## src/rtl/pipe_ctrl.sv

```systemverilog
// Pipeline controller for the 5-stage core: stall arbitration, exception/ERET redirect,
// debug halt sequencing, stall watchdog and saturating stall/flush counters.
module pipe_ctrl #(
  parameter logic [31:0] EXC_VECTOR    = 32'h0000_0020,
  parameter logic [31:0] ERET_CODE     = 32'h0000_000e,
  parameter int          STALL_TIMEOUT = 1024,
  parameter int          CNT_W         = 32
) (
  input  logic             clk,
  input  logic             rst,
  input  logic             stallreq_if,
  input  logic             stallreq_id,
  input  logic             stallreq_ex,
  input  logic             stallreq_mem,
  input  logic [31:0]      excepttype,
  input  logic [31:0]      cp0_epc,
  input  logic             halt_req,
  output logic [5:0]       stall,
  output logic             flush,
  output logic [31:0]      new_pc,
  output logic             halted,
  output logic             stall_timeout,
  output logic [CNT_W-1:0] stall_cycles,
  output logic [CNT_W-1:0] flush_count
);

  // state | meaning
  // RUN   | normal arbitration of stall requests and exceptions
  // HALT  | debug halt, whole pipeline frozen, exceptions ignored
  typedef enum logic {RUN = 1'b0, HALT = 1'b1} state_t;

  // One extra bit so the saturation ceiling always lies above STALL_TIMEOUT-1.
  localparam int WD_W = $clog2(STALL_TIMEOUT) + 1;
  localparam logic [WD_W-1:0] WD_LAST = WD_W'(STALL_TIMEOUT - 1);

  state_t state, state_next;
  logic [WD_W-1:0] run_cnt;
  logic exc;

  assign exc = (excepttype != 32'h0);

  always_comb begin
    stall      = 6'b000000;
    flush      = 1'b0;
    new_pc     = 32'h0;
    state_next = state;
    if (!rst) begin
      case (state)
        RUN: begin
          if (exc) begin
            flush  = 1'b1;
            new_pc = (excepttype == ERET_CODE) ? cp0_epc : EXC_VECTOR;
          end else if (stallreq_mem) begin
            stall = 6'b011111;
          end else if (stallreq_ex) begin
            stall = 6'b001111;
          end else if (stallreq_id || stallreq_if) begin
            stall = 6'b000111;
          end
          // Never halt mid-redirect or with a data bus access outstanding.
          if (halt_req && !exc && !stallreq_mem) state_next = HALT;
        end
        HALT: begin
          stall = 6'b111111;
          if (!halt_req) state_next = RUN;
        end
        default: state_next = RUN;
      endcase
    end
  end

  always_ff @(posedge clk) begin
    if (rst) state <= RUN;
    else     state <= state_next;
  end

  assign halted = (state == HALT);

  always_ff @(posedge clk) begin
    if (rst) begin
      run_cnt       <= '0;
      stall_timeout <= 1'b0;
    end else if (state == RUN && stall[0]) begin
      if (run_cnt == WD_LAST) stall_timeout <= 1'b1;
      if (run_cnt != '1)      run_cnt <= run_cnt + 1'b1;
    end else begin
      run_cnt <= '0;
    end
  end

  always_ff @(posedge clk) begin
    if (rst) begin
      stall_cycles <= '0;
      flush_count  <= '0;
    end else begin
      if (state == RUN && stall != 6'b000000 && stall_cycles != '1)
        stall_cycles <= stall_cycles + 1'b1;
      if (flush && flush_count != '1)
        flush_count <= flush_count + 1'b1;
    end
  end

endmodule
```

## config.mk

```make
export PLATFORM = sky130hd
export DESIGN_NAME = pipe_ctrl
export DESIGN_NICKNAME = d
export VERILOG_FILES = /design/src/rtl/pipe_ctrl.sv
export SDC_FILE = /design/constraint.sdc
export NUM_CORES = 1
export LEC_CHECK = 0
export CAP_MARGIN = 10
export CORE_AREA = 4 4 103 130
export DETAILED_ROUTE_END_ITERATION = 10
export DIE_AREA = 0 0 107 134
export DONT_BUFFER_PORTS = 1
export GPL_TIMING_DRIVEN = 0
export RECOVER_POWER = 25
export SETUP_SLACK_MARGIN = 0.15
export SLEW_MARGIN = 5
export SYNTH_ARGS = -nofsm -noshare
export SYNTH_HDL_FRONTEND = slang
export SYNTH_SLANG_ARGS = --single-unit
```

## constraint.sdc

```tcl
create_clock -name clk -period 2.4 [get_ports clk]
set_clock_uncertainty 0.2 [all_clocks]
set_input_delay 0.48 -clock clk [delete_from_list [all_inputs] [get_ports clk]]
set_output_delay 0.48 -clock clk [all_outputs]
set_load 0.02 [all_outputs]
```

# Yosys cells after proc, flatten, opt, wreduce, memory -nomap -nowiden
# Cells that the tools add are included.
# word_totals
input_bits	71
word_cells	44
output_inout_bits	105
reg_bits	77
# op_classes
add_sub_neg	3
bitwise_logic	2
mux	16
reduce_logical	13
n_eq_ne	5
# ops
operator	count
32-bit 2-to-1 mux	4
32-bit by 1-bit adder with 32-bit output (second input constant)	2
32-bit inequality test (second input constant)	2
32-bit by 4-bit == test with 1-bit output (second input constant)	1
32-bit nonzero test	1
6-bit one-hot mux with 2 select lines	1
11-bit by 1-bit adder with 11-bit output (second input constant)	1
11-bit by 10-bit == test with 1-bit output (second input constant)	1
11-bit inequality test (second input constant)	1
5-bit 2-to-1 mux	2
1-bit logical AND	6
6-bit 2-to-1 mux	1
6-bit nonzero test	1
1-bit 2-to-1 mux	5
4-bit 2-to-1 mux	1
3-bit 2-to-1 mux	1
1-bit zero test	2
1-bit NOT	2
1-bit one-hot mux with 2 select lines	1
2-bit AND reduction	1
2-bit OR reduction	1
1-bit logical OR	1

# Depth between registers and ports, before layout
# Gate-level depths: netlist of the first run.
# logic_depth
word_depth	10
ltp_mapped	8
mapped_depth_nobuf	6

# Worst setup path before layout of the first run
# Ideal clock, no wire load.
# synth_timing
path_type	in2out
from	input port excepttype[0]
to	output port new_pc[0]
cell_stages	7
path_buffers	2
arrival_time_ns	2.050
setup_slack_ns	-0.330
cell_sequence	nor4_1 > and4_1 > buf_2 > nand2_1 > nor4_1 > clkbuf_1 > and2_1
# synth_between
elab_chain_len	5
word_cells_on_any_way	6
classes_between	eq/ne (1); mux (4); reduce/logical (1)
# synth_rtl
element	line	source
start, declared	15	input logic [31:0] excepttype,
32-bit by 4-bit == test with 1-bit output	52	new_pc = (excepttype == ERET_CODE) ? cp0_epc : EXC_VECTOR;
32-bit 2-to-1 mux	52	
32-bit 2-to-1 mux *	50	if (exc) begin
32-bit 2-to-1 mux *	48	case (state)
32-bit 2-to-1 mux *	47	if (!rst) begin
end, declared	20	output logic [31:0] new_pc,
# Mark *: on every way between the ends. The rest lies on a longest branch, timed or not.

# Final worst setup path of the first run
# layout_timing
from	input port excepttype[30]
to	output port new_pc[28]
# Same word-level chain as after synthesis.

==> impl_metrics.yaml, run 1 <==
power_and_ir_drop:
  intPower_w: 0.00220
  p_per_area_nw_per_um2: 458
  switchingPower_w: 0.000731
  leakagePower_nw: 2.14
  max-vdd-ir-drop_v: 0.000298
  combPwrFrac_pct: 5.3
  seqPwrFrac_pct: 45.9
  p_sw_share_pct: 25.0
  clockPowerShare_pct: 48.9
  finalPower_w: 0.00293
timing:
  tightest_slew_ns: 0.672
  rsz0062_at_grt: "true"
  finalCritPeriodShare_pct: 105
  finalHoldViolCount: 0
  holdWs_ns: 0.0872
  relSlewSlack_pct: 54.8
  drv_slew: 0
  final-setup-viol-count: 55
  fin_crit_ns: 2.52
  max_freq_mhz: 396
  setup_tns_ns: -4.42
  setup_ws_ns: -0.123
synth:
  ys_async_sr_fraction_pct: 0
  synth_edf_count: 0
  synth.distinct_cells: 51
  ys_seq_area_share_pct: 34.9
  yosys.area.top_type: "dfxtp_1"
  synth-main-ff-cell: "dfxtp_1"
  synth_area_um2: 4410
  syn-instance-count: 544
  ys_ff_latch: 77
  synth_warnings: 0
  syn_nets: 618
  synth_top_cell_area_share_pct: 34.9
  avgSynthCellArea_um2: 8.11
  synth_area_leaders: "dfxtp_1 35%, or4_1 7.0%, o31ai_1 6.5%"
grt:
  grt_pass1_vias: 4700
  antenna_found_initial: 0
  grt_pass1_wl_mm: 24.4
  grt_overflow_total: 0
  grt_max_degree: 15
  grt_use_total_pct: 21.1
placed_design:
  place_congestion: 0.850
  hpwlAfterDp_mm: 11.0
  io_buffers: 0
  placedCellCount: 708
floorplan:
  initial_core_util_pct: 36.6
  chipWidth_um: 107
  fp.dieH_um: 134
  dieArea_um2: 14300
  core-area_um2: 12000
  rows: 45
  ios: 176
route:
  firstDrtPassIters: 5
  vias_per_cell: 6.16
  drc: 0
  wire_per_inst_um: 21.0
  num_vias: 4811
  drt-initial-drc-count: 293
  totalWireLength_mm: 16.4
  ant_nets: 0
worst_setup_path:
  r2r_cells: 7
  critPathCaptureType: "output port"
  crit_fanout: 7
  reg2reg_from: "stall_cycles[7]"
  rr_endpoint: "stall_cycles[23]"
  cp.arrival_ns: 1.84
  reg2reg_setup_slack_ns: -0.09
  critical_path_required_ns: 1.72
  start_kind: "primary input"
  path_class: "in -> out"
hold_path:
  hold_start: "halt_req"
  min_to: "halted"
  holdPathStages: 1
  hold_class: "in -> reg"
cells_and_area:
  drive_above_1_share_pct: 41.3
  syn_to_final_growth_pct: 44.8
  final_net_count: 686
  layout.cells.non_filler: 781
  n_antenna_cell: 0
run:
  maxCapViolations: 0
cts:
  cts_buffers: 9
  cts-htree-levels: 3
  clk-insertion-delay-late_ns: 0.34
  clkTransAtPathRegs_ns: 0.06
  clock_path_buffers: 2
  clock_sinks: 77
  root_buffer: "clkbuf_16"
  ctsHoldBuffers: 0
  cts_tree: "done"
run_status:
  failed_checks: "negative setup slack"
  run_status: "finished, violations left"
[layer usage]
layer / vias to the layer above / global-route usage, % / routed length, um
li1: 2239 / - / -
met1: 2374 / 24.5 / 6530
met2: 179 / 36.1 / 8450
met3: 19 / 7.22 / 1180
met4: 0 / 7.11 / 226
met5: - / 0 / 0
[power by group through the flow]
stage | Combinational, W | Clock [W] | Sequential [W]
final | 0.000155 | 0.00143 | 0.00134
after floorplan | 0.0000792 | 0 | 0.00136
after CTS | 0.000123 | 0.00145 | 0.00133
after detailed placement | 0.000108 | 0 | 0.00137
after global routing | 0.000167 | 0.00152 | 0.00135
after global placement | 0.000106 | 0 | 0.00137
[state kept, by name, summed over array words and instances, names as in the netlist]
signal and flops:
flush_count 32, stall_cycles 32, run_cnt 11, halted 1, stall_timeout 1
[cell usage after synthesis, types with 3 or more instances]
cell type and number:
a21oi_1 51, mux2_2 3, and2_1 33, o311ai_0 5, o21a_1 6, xor2_1 3, o41ai_1 5, nor2_1 37
or4_1 41, nand3_1 26, or3_1 10, dfxtp_1 77, xnor2_1 4, buf_2 8, ha_1 3, o31ai_1 38
nand4_1 32, mux2_1 7, clkbuf_1 23, nand2_1 27, nor4_1 21, or2_2 4, o21ai_0 9, and3_1 4
nor3_1 9, buf_4 5, and4_1 6, nor2b_1 10, inv_1 11
[what timing repair did]
action,CTS,global route
endpoints found under the setup margin,115,104
cloned,4,2
pin swaps,36,58
gates resized for setup,121,133
setup buffers,32,19
[layout make-up]
type                            count  area [um2]
Sequential cell                    77        1580
Timing Repair Buffer               57         514
Multi-Input combinational cell    416        3370
Clock buffer                       10         239
Fill cell                        1137        5660
Inverter                           11        46.3
Buffer                             40         368
Clock inverter                      6        70.1
Tap cell                          164         205
[through the flow]
step	setup WS, ns	utilization (%)	instance area [um2]
3_5_place_dp	-0.513	41.0	4940
3_3_place_gp	-0.503	41.0	4940
6_report	-0.123	53.1	6390
4_1_cts	-0.185	49.0	5900
5_1_grt	-0.232	53.1	6390
2_1_floorplan	-0.0663	-	4730
[critical path, stage by stage]
cell	delay, ns
nor4_4	0.26
and4_1	0.27
buf_6	0.13
nand2_4	0.05
nor4_4	0.15
buf_6	0.20
buf_8	0.12
and2_4	0.17
[worst max path at each step]
stage                               from         endpoint  slack, ns  depth (start not counted)
after detailed placement             rst        new_pc[5]      -0.51                          4
after global placement               rst        new_pc[5]      -0.50                          4
after global routing      flush_count[4]  flush_count[30]      -0.23                          7
after floorplan           excepttype[16]         stall[1]      -0.07                          6
after CTS                 excepttype[30]       new_pc[28]      -0.18                          8
final                     excepttype[30]       new_pc[28]      -0.12                          8
[cells by family after synthesis]
logic type,count (synthesis),share of synthesized area [%]
AO/OA/AOI/OAI,126,18.5
XOR/XNOR,7,1.39
adder cells (fa/ha/maj),3,0.850
multiplexers,12,3.00
flip-flops,77,34.9
AND/OR/NAND/NOR,268,35.9
buffers and inverters,51,5.36
[layout by cell type, fill, tap and decap left out, types with 10 or more instances in the layout]
| cell type | instances |
|---|---|
| o31ai_1 | 30 |
| dfxtp_2 | 24 |
| nor2_1 | 26 |
| nand4_1 | 32 |
| buf_6 | 24 |
| nor4_4 | 17 |
| nand2_1 | 26 |
| nand3_1 | 22 |
| clkbuf_16 | 10 |
| and2_4 | 31 |
| dfxtp_1 | 50 |
| buf_4 | 42 |
| a21oi_1 | 44 |
| or4_1 | 34 |
(Power assumes the default switching activity.)
==> run 2: changes to the inputs <==
--- a/config.mk
+++ b/config.mk
@@ -5,7 +5,6 @@
 export SDC_FILE = /design/constraint.sdc
 export NUM_CORES = 1
 export LEC_CHECK = 0
-export CAP_MARGIN = 10
 export CORE_AREA = 4 4 103 130
 export DETAILED_ROUTE_END_ITERATION = 10
 export DIE_AREA = 0 0 107 134
==> results of run 2 <==
No change in the layout: final DEF, timing and power equal those of run 1.
==> run 3: changes to the inputs <==
--- a/config.mk
+++ b/config.mk
@@ -6,6 +6,7 @@
 export NUM_CORES = 1
 export LEC_CHECK = 0
 export CORE_AREA = 4 4 103 130
+export CTS_CLUSTER_DIAMETER = 60
 export DETAILED_ROUTE_END_ITERATION = 10
 export DIE_AREA = 0 0 107 134
 export DONT_BUFFER_PORTS = 1
==> results of run 3 <==
No change in the layout: final DEF, timing and power equal those of run 1.
